--- src/rtl/seq_compare.sv ---
// rtl/seq_compare.sv - multi-cycle sliced magnitude/equality comparator, MSB slice first
module seq_compare #(
    parameter int WIDTH      = 32,
    parameter int CHUNK      = 8,
    parameter bit EARLY_EXIT = 1'b1
) (
    input  logic             clock,
    input  logic             reset,
    input  logic             in_valid,
    output logic             in_ready,
    input  logic [WIDTH-1:0] in_a,
    input  logic [WIDTH-1:0] in_b,
    input  logic             in_signed,
    output logic             out_valid,
    input  logic             out_ready,
    output logic             out_eq,
    output logic             out_lt,
    output logic             out_gt,
    output logic             busy
);

    localparam int NSLICE = WIDTH / CHUNK;
    localparam int IDXW   = (NSLICE > 1) ? $clog2(NSLICE) : 1;

    // A width that is not a whole number of slices cannot be scanned.
    if (WIDTH % CHUNK != 0) begin : g_cfg_err
        $error("seq_compare: WIDTH (%0d) must be a multiple of CHUNK (%0d)", WIDTH, CHUNK);
    end

    typedef enum logic [1:0] {
        S_IDLE = 2'd0,
        S_CMP  = 2'd1,
        S_DONE = 2'd2
    } state_t;

    state_t             r_state;
    logic [WIDTH-1:0]   r_a;
    logic [WIDTH-1:0]   r_b;
    logic               r_signed;
    logic [IDXW-1:0]    r_idx;
    logic               r_found;
    logic               r_lt;
    logic               r_gt;
    logic               r_out_valid;
    logic               r_out_eq;
    logic               r_out_lt;
    logic               r_out_gt;

    logic [WIDTH-1:0]             w_a_bias;
    logic [WIDTH-1:0]             w_b_bias;
    logic [NSLICE-1:0][CHUNK-1:0] w_a_v;
    logic [NSLICE-1:0][CHUNK-1:0] w_b_v;
    logic [CHUNK-1:0]             w_a_s;
    logic [CHUNK-1:0]             w_b_s;
    logic                         w_diff;
    logic                         w_slt;
    logic                         w_first;
    logic                         w_found_now;
    logic                         w_lt_next;
    logic                         w_gt_next;
    logic                         w_last;
    logic                         w_stop;

    // Flipping the sign bit maps two's-complement order onto unsigned order.
    // Only the top slice holds that bit, so biasing the whole word is equivalent
    // to biasing the top slice alone.
    assign w_a_bias = r_a ^ {r_signed, {(WIDTH-1){1'b0}}};
    assign w_b_bias = r_b ^ {r_signed, {(WIDTH-1){1'b0}}};

    assign w_a_v = w_a_bias;
    assign w_b_v = w_b_bias;
    assign w_a_s = w_a_v[r_idx];
    assign w_b_s = w_b_v[r_idx];

    assign w_diff      = (w_a_s != w_b_s);
    assign w_slt       = (w_a_s < w_b_s);
    // Only the most significant differing slice decides the ordering.
    assign w_first     = w_diff & ~r_found;
    assign w_found_now = r_found | w_diff;
    assign w_lt_next   = w_first ? w_slt  : r_lt;
    assign w_gt_next   = w_first ? ~w_slt : r_gt;
    assign w_last      = (r_idx == IDXW'(0));
    assign w_stop      = w_last | (EARLY_EXIT & w_first);

    assign in_ready  = (r_state == S_IDLE) & ~reset;
    assign busy      = (r_state != S_IDLE);
    assign out_valid = r_out_valid;
    assign out_eq    = r_out_eq;
    assign out_lt    = r_out_lt;
    assign out_gt    = r_out_gt;

    // Control FSM: accept in IDLE, scan one slice per cycle in CMP, hold result in DONE.
    always_ff @(posedge clock) begin
        if (reset) begin
            r_state     <= S_IDLE;
            r_a         <= '0;
            r_b         <= '0;
            r_signed    <= 1'b0;
            r_idx       <= '0;
            r_found     <= 1'b0;
            r_lt        <= 1'b0;
            r_gt        <= 1'b0;
            r_out_valid <= 1'b0;
            r_out_eq    <= 1'b0;
            r_out_lt    <= 1'b0;
            r_out_gt    <= 1'b0;
        end else begin
            case (r_state)
                S_IDLE: begin
                    if (in_valid) begin
                        r_a      <= in_a;
                        r_b      <= in_b;
                        r_signed <= in_signed;
                        r_idx    <= IDXW'(NSLICE - 1);
                        r_found  <= 1'b0;
                        r_lt     <= 1'b0;
                        r_gt     <= 1'b0;
                        r_state  <= S_CMP;
                    end
                end
                S_CMP: begin
                    if (w_first) begin
                        r_found <= 1'b1;
                        r_lt    <= w_slt;
                        r_gt    <= ~w_slt;
                    end
                    if (w_stop) begin
                        // Latched lt/gt stay zero when no slice differed.
                        r_state     <= S_DONE;
                        r_out_valid <= 1'b1;
                        r_out_eq    <= ~w_found_now;
                        r_out_lt    <= w_lt_next;
                        r_out_gt    <= w_gt_next;
                    end else begin
                        r_idx <= r_idx - IDXW'(1);
                    end
                end
                S_DONE: begin
                    if (out_ready) begin
                        r_state     <= S_IDLE;
                        r_out_valid <= 1'b0;
                    end
                end
                default: begin
                    r_state     <= S_IDLE;
                    r_out_valid <= 1'b0;
                end
            endcase
        end
    end

endmodule

--- config.mk ---
export PLATFORM = sky130hd
export DESIGN_NAME = seq_compare
export DESIGN_NICKNAME = d
export VERILOG_FILES = /design/src/rtl/seq_compare.sv
export SDC_FILE = /design/constraint.sdc
export NUM_CORES = 1
export LEC_CHECK = 0
export CORE_MARGIN = 4
export CORE_UTILIZATION = 50
export CTS_CLUSTER_DIAMETER = 40
export DETAILED_ROUTE_END_ITERATION = 12
export PLACE_DENSITY = 0.78
export SYNTH_ARGS = -nofsm -noshare
export SYNTH_HDL_FRONTEND = slang
export SYNTH_SLANG_ARGS = --single-unit
--- constraint.sdc ---
create_clock -name clock -period 2.6 [get_ports clock]
set_input_delay 0.26 -clock clock [delete_from_list [all_inputs] [get_ports clock]]
set_output_delay 0.26 -clock clock [all_outputs]
set_load 0.05 [all_outputs]
==> results of run 1 <==
==> power groups by stage <==
| stage | clock network, mW | logic [mW] | registers (mW) |
|---|---|---|---|
| after floorplan | 0 | 0.484 | 1.36 |
| after global placement | 0 | 0.688 | 1.35 |
| after detailed placement | 0 | 0.716 | 1.35 |
| after CTS | 1.05 | 0.720 | 1.33 |
| after global routing | 1.11 | 0.787 | 1.34 |
| final | 1.03 | 0.714 | 1.33 |
==> routing by layer <==
layer	vias to the layer above	share of wire [%]	global-route usage [%]
met3	19	3.0	3.26
met5	-	0	0
met1	1344	40	20.6
li1	1430	-	-
met4	0	3.2	12.2
met2	49	53	34.8
==> cells in the mapped netlist <==
master	number	area [um2]
nand2_1	136	510
a21oi_1	76	380
dfxtp_1	76	1520
mux4_2	16	360
inv_1	12	45.0
buf_2	10	50.1
ha_1	9	113
clkbuf_1	7	26.3
buf_6	5	56.3
nor2_1	5	18.8
buf_1	4	15.0
a21o_1	3	22.5
o21ai_0	3	15.0
and4_4	2	22.5
buf_4	2	15.0
nand3_1	2	10.0
o211ai_1	2	15.0
xor2_1	2	17.5
a211oi_1	1	7.51
a211oi_2	1	12.5
a21bo_2	1	10.0
a21oi_4	1	16.3
and2_1	1	6.26
and2b_2	1	8.76
and3_1	1	6.26
nand2_4	1	11.3
nand2b_1	1	6.26
nand3b_1	1	7.51
nand4_1	1	6.26
nor2_2	1	6.26
nor2b_1	1	6.26
nor3_1	1	5.00
nor3_2	1	10.0
nor3b_4	1	18.8
==> final cells by class <==
class                      instances  area (um2)  share of cell area (%)
clock buffer                      12         165                    3.81
clock inverter                     4        70.1                    1.62
inverter                          12        45.0                    1.04
multi-input combinational        272        1630                    37.7
sequential                        76        1520                    35.1
tap                               77        96.3                    2.22
timing repair buffer              81         801                    18.5
==> logic make-up after synthesis <==
kind of cell | share of synthesized area [%]
flops | 45.3
compound gates | 14.3
simple gates | 19.7
mux | 10.7
buf+inv | 6.18
xor+xnor | 0.522
fa+ha+maj | 3.35
==> worst paths after layout <==
| check | slack (ns) | start | cells past startpoint | endpoint |
|---|---|---|---|---|
| setup / recovery | 0.17 | r_idx[0] | 8 | out_lt |
| hold / removal | 0.45 | in_a[23] | 3 | r_a[23] |
| setup reg to reg | 0.17 | r_idx[0] | 8 | out_lt |
| hold reg to reg | 0.46 | out_valid | 2 | out_valid |
==> sequential cells by signal, summed over array words and instances (netlist names), 2 cells and up <==
name,cells
r_b,32
r_a,32
r_state,2
r_idx,2
==> tightest hold or removal path: stages <==
cell             delay (ns)
clkdlybuf4s50_1        0.39
nand2_1                0.05
a21oi_1                0.05
==> stage by stage <==
stage	setup slack, ns	instances
global placement	0.263	518
global route	0.0410	534
detailed placement	0.183	518
finish	0.166	534
CTS	0.164	534
floorplan	0.186	388
==> out/results.ini, run 1 <==
[drt]
wl_mm = 7.59
ant_nets = 0
wl_per_cell_um = 14.2
vias = 2842
drtPass1Iterations = 4
drc = 0
drt-vias-per-instance = 5.32
first_iter_violations = 84

[sta]
relSlewSlack_pct = 48.8
finalHoldViolations = 0
tns_ns = 0
holdWs_ns = 0.450
finalCritPeriodShare_pct = 93.6
fmax_mhz = 411
fin_worst_skew_ns = 0.00602
period_minus_slack_ns = 2.43
drv_slew = 0
grt_setup_unrepaired = false
worst_pin_slew_ns = 0.768
setup_viol = 0

[power_and_ir_drop]
peakVddDrop_mv = 0.466
fin_total_pwr_mw = 3.07
power.density_nw_per_um2 = 709
p_leak_nw = 1.65
p_switching_mw = 0.847
clockPowerShare_pct = 33.6
power_frac_seq_pct = 43.2
comb_power_share_pct = 23.2
swShare_pct = 27.6
p_int_mw = 2.23

[hold_path]
hold_path_class = in2reg

[floorplanning]
die-area_um2 = 8090
num_rows = 29
initial_utilization_pct = 52.3
pin_count = 75
die_x_um = 90.0
core_um2 = 6420
die_h_um = 90.0

[global_routing]
grt_pass1_vias = 2815
track_usage_pct = 19.2
grt_pass1_wl_mm = 12.5
grt_max_degree = 77
overflow = 0
antenna_found_initial = 0

[outcome]
status = finished, final reports clean

[clocking]
cts-root-buf = clkbuf_8
clock-sinks = 76
post-cts-setup-buffers = 0
cts_resized = 0
cts_tree = done
clk_path_buf_depth = 2
clk_latency_ns = 0.35
htree_levels = 3
hold_buffers = 0
clk_pin_slew_ns = 0.08
numCtsBuffers = 9

[final_layout]
final_cell_mix = nand2_1, a21oi_1, dfxtp_1
final_nets = 530
syn_to_final_growth_pct = 29.0
diodes = 0
fillers = 535
final_layout_size_suffix_gt1_share_pct = 11.4
post-route-util_pct = 67.5
final_common_cell = nand2_1
fin_area_um2 = 4330

[worst_setup_path]
cp.arrival_ns = 2.68
cpMaxStageDelayCell = mux4_2
crit_path_end_kind = flip-flop
crit_chain = buf_4, mux4_2, ha_1, and4_4, a21oi_4, nand2_4, a21o_1, and3_1
crit_path_start_kind = flip-flop
cp_num_buf_inv = 1
slowest_delay_ns = 0.52
criticalPathCategory = reg2reg
path_delay_family = multiplexers
crit_fanout = 10
critPathRequiredTime_ns = 2.84

[logic_synthesis]
ys_ff_latch = 76
avgSynthCellArea_um2 = 8.66
synth_warnings = 0
synthCells = 388
synth_cell_types = 34
yosysSeqAreaShare_pct = 45.3
syn_nets = 466
netlist_area_um2 = 3360

[placement]
place_hpwl_mm = 5.52
dpl_cell_area_um2 = 4100
place_congestion = 0.797
port_buffers = 74

[run]
cap_violations = 0

No activity file was read; power rests on OpenSTA's default activity.
==> run 2: changes to the inputs <==
RECOVER_POWER = 100   (was not set)
==> out/results.ini, run 2 (synthesis results as in run 1) <==
[outcome]
status = finished, final reports clean

[worst_setup_path]
cp_num_buf_inv = 1  ; unchanged
criticalPathCategory = reg2reg
cp.arrival_ns = 2.69  ; about the same
slowest_delay_ns = 0.52  ; about the same
cpMaxStageDelayCell = mux4_2
r2r-end = out_lt
crit_chain = buf_4, mux4_2, ha_1, and4_4, a21oi_4, nand2_4, a21o_1, and3_1
worstRegToRegCells = 8  ; unchanged
crit_path_end_kind = flip-flop
r2r-start = r_idx[0]
crit_fanout = 10  ; unchanged
crit_path_start_kind = flip-flop
ff2ff_setup_slack_ns = 0.16  ; about the same
path_delay_family = multiplexers
critPathRequiredTime_ns = 2.85  ; about the same

[sta]
drv_slew = 0  ; unchanged
worst_pin_slew_ns = 1.27  ; +0.505 ns
finalHoldViolations = 0  ; unchanged
setup_slack_ns = 0.159  ; -0.00657 ns
finalCritPeriodShare_pct = 93.9  ; +0.25 points
fin_worst_skew_ns = 0.00611  ; +0.0000994 ns
period_minus_slack_ns = 2.44  ; +0.00657 ns
setup_viol = 0  ; unchanged
tns_ns = 0  ; unchanged
grt_setup_unrepaired = false
relSlewSlack_pct = 15.1  ; -34 points
fmax_mhz = 410  ; -0.27%

[final_layout]
post-route-util_pct = 67.3  ; -0.16 points
diodes = 0  ; unchanged
final_common_cell = nand2_1
largestRegisters = r_a x32, r_b x32
fillers = 537  ; +0.37%
final_cell_mix = nand2_1, a21oi_1, dfxtp_1
fin_area_um2 = 4320  ; -0.23%
final_nets = 530  ; unchanged
syn_to_final_growth_pct = 28.7
final_layout_size_suffix_gt1_share_pct = 10.9  ; -0.44 points

[drt]
vias = 2862  ; +0.70%
wl_mm = 7.57  ; -0.26%
drc = 0  ; unchanged
drt-vias-per-instance = 5.36  ; +0.70%
ant_nets = 0  ; unchanged
drtPass1Iterations = 4  ; unchanged
wl_per_cell_um = 14.2  ; -0.26%
first_iter_violations = 90  ; +7.1%

[clocking]
numCtsBuffers = 9  ; unchanged
clock-sinks = 76  ; unchanged
clk_path_buf_depth = 2  ; unchanged
hold_buffers = 0  ; unchanged
cts-root-buf = clkbuf_8
cts_resized = 0  ; unchanged
htree_levels = 3  ; unchanged
post-cts-setup-buffers = 0  ; unchanged
cts_tree = done
clk_pin_slew_ns = 0.08  ; about the same
clk_latency_ns = 0.35  ; about the same

[placement]
pre_cts_ws_ns = 0.183  ; unchanged
dpl_cell_area_um2 = 4100  ; unchanged
port_buffers = 74  ; unchanged
place_hpwl_mm = 5.52  ; unchanged
place_congestion = 0.797  ; unchanged

[floorplanning]
die_x_um = 90.0  ; unchanged
core_um2 = 6420  ; unchanged
num_rows = 29  ; unchanged
die-area_um2 = 8090  ; unchanged
die_h_um = 90.0  ; unchanged
pin_count = 75  ; unchanged
initial_utilization_pct = 52.3  ; unchanged

[hold_path]
hold_path_class = in2reg
min_from = in_a[23]
min_path_cells = 3  ; unchanged
min_to = r_a[23]

[global_routing]
antenna_found_initial = 0  ; unchanged
grt_max_degree = 77  ; unchanged
track_usage_pct = 19.2  ; unchanged
overflow = 0  ; unchanged
grt_pass1_vias = 2815  ; unchanged
grt_pass1_wl_mm = 12.5  ; unchanged

[run]
cap_violations = 0  ; unchanged

[power_and_ir_drop]
peakVddDrop_mv = 0.466  ; about the same
fin_total_pwr_mw = 3.06  ; -0.25%
power.density_nw_per_um2 = 709  ; about the same
p_leak_nw = 1.66  ; +0.74%

-- run 2: changes by cell type in the layout (fill, tap and decap cells not counted), sizes merged --
cell,delta
buf,-1
clkbuf,+1
dlygate4sd3,+6
clkdlybuf4s50,-6
-- run 2: layer usage --
metal / part of all wire, % / global-route usage (%) / vias up
li1: - / - / 1430
met1: 40 / 20.6 / 1350
met2: 53 / 34.8 / 63
met3: 3.4 / 3.26 / 19
met4: 3.2 / 12.2 / 0
met5: 0 / 0 / -
-- run 2: worst max path at each step --
stage | from | depth (start not counted) | end | slack, ns
after detailed placement | r_idx[0] | 8 | out_lt | 0.18
after floorplan | r_idx[0] | 9 | out_lt | 0.19
after global routing | r_idx[0] | 8 | out_lt | 0.04
final | r_idx[0] | 8 | out_lt | 0.16
after global placement | r_idx[0] | 8 | out_lt | 0.26
after CTS | r_idx[0] | 8 | out_lt | 0.16
-- run 2: metrics by stage --
stage	std cells	hold WS (ns)
CTS	534	0.442
global route	534	0.446
floorplan	388	0.396
finish	534	0.449
global placement	518	0.442
detailed placement	518	0.447
-- run 2: where the power goes --
part / internal, mW / switching, mW
clock: 0.616 / 0.417
combinational: 0.339 / 0.366
sequential: 1.26 / 0.0628
-- run 2: final cells by class --
cell class / instances / area, um2 / area share [%]
multi-input cells: 272 / 1630 / 37.6
inverters: 12 / 45.0 / 1.04
flip-flops and latches: 76 / 1520 / 35.2
clock inverters: 4 / 70.1 / 1.62
well taps: 77 / 96.3 / 2.23
repair buffers: 81 / 798 / 18.5
clock buffers: 12 / 165 / 3.82
-- run 2: worst min-delay path: stages --
cell and delay [ns]:
clkdlybuf4s50_1 0.39, nand2_1 0.05, a21oi_1 0.05
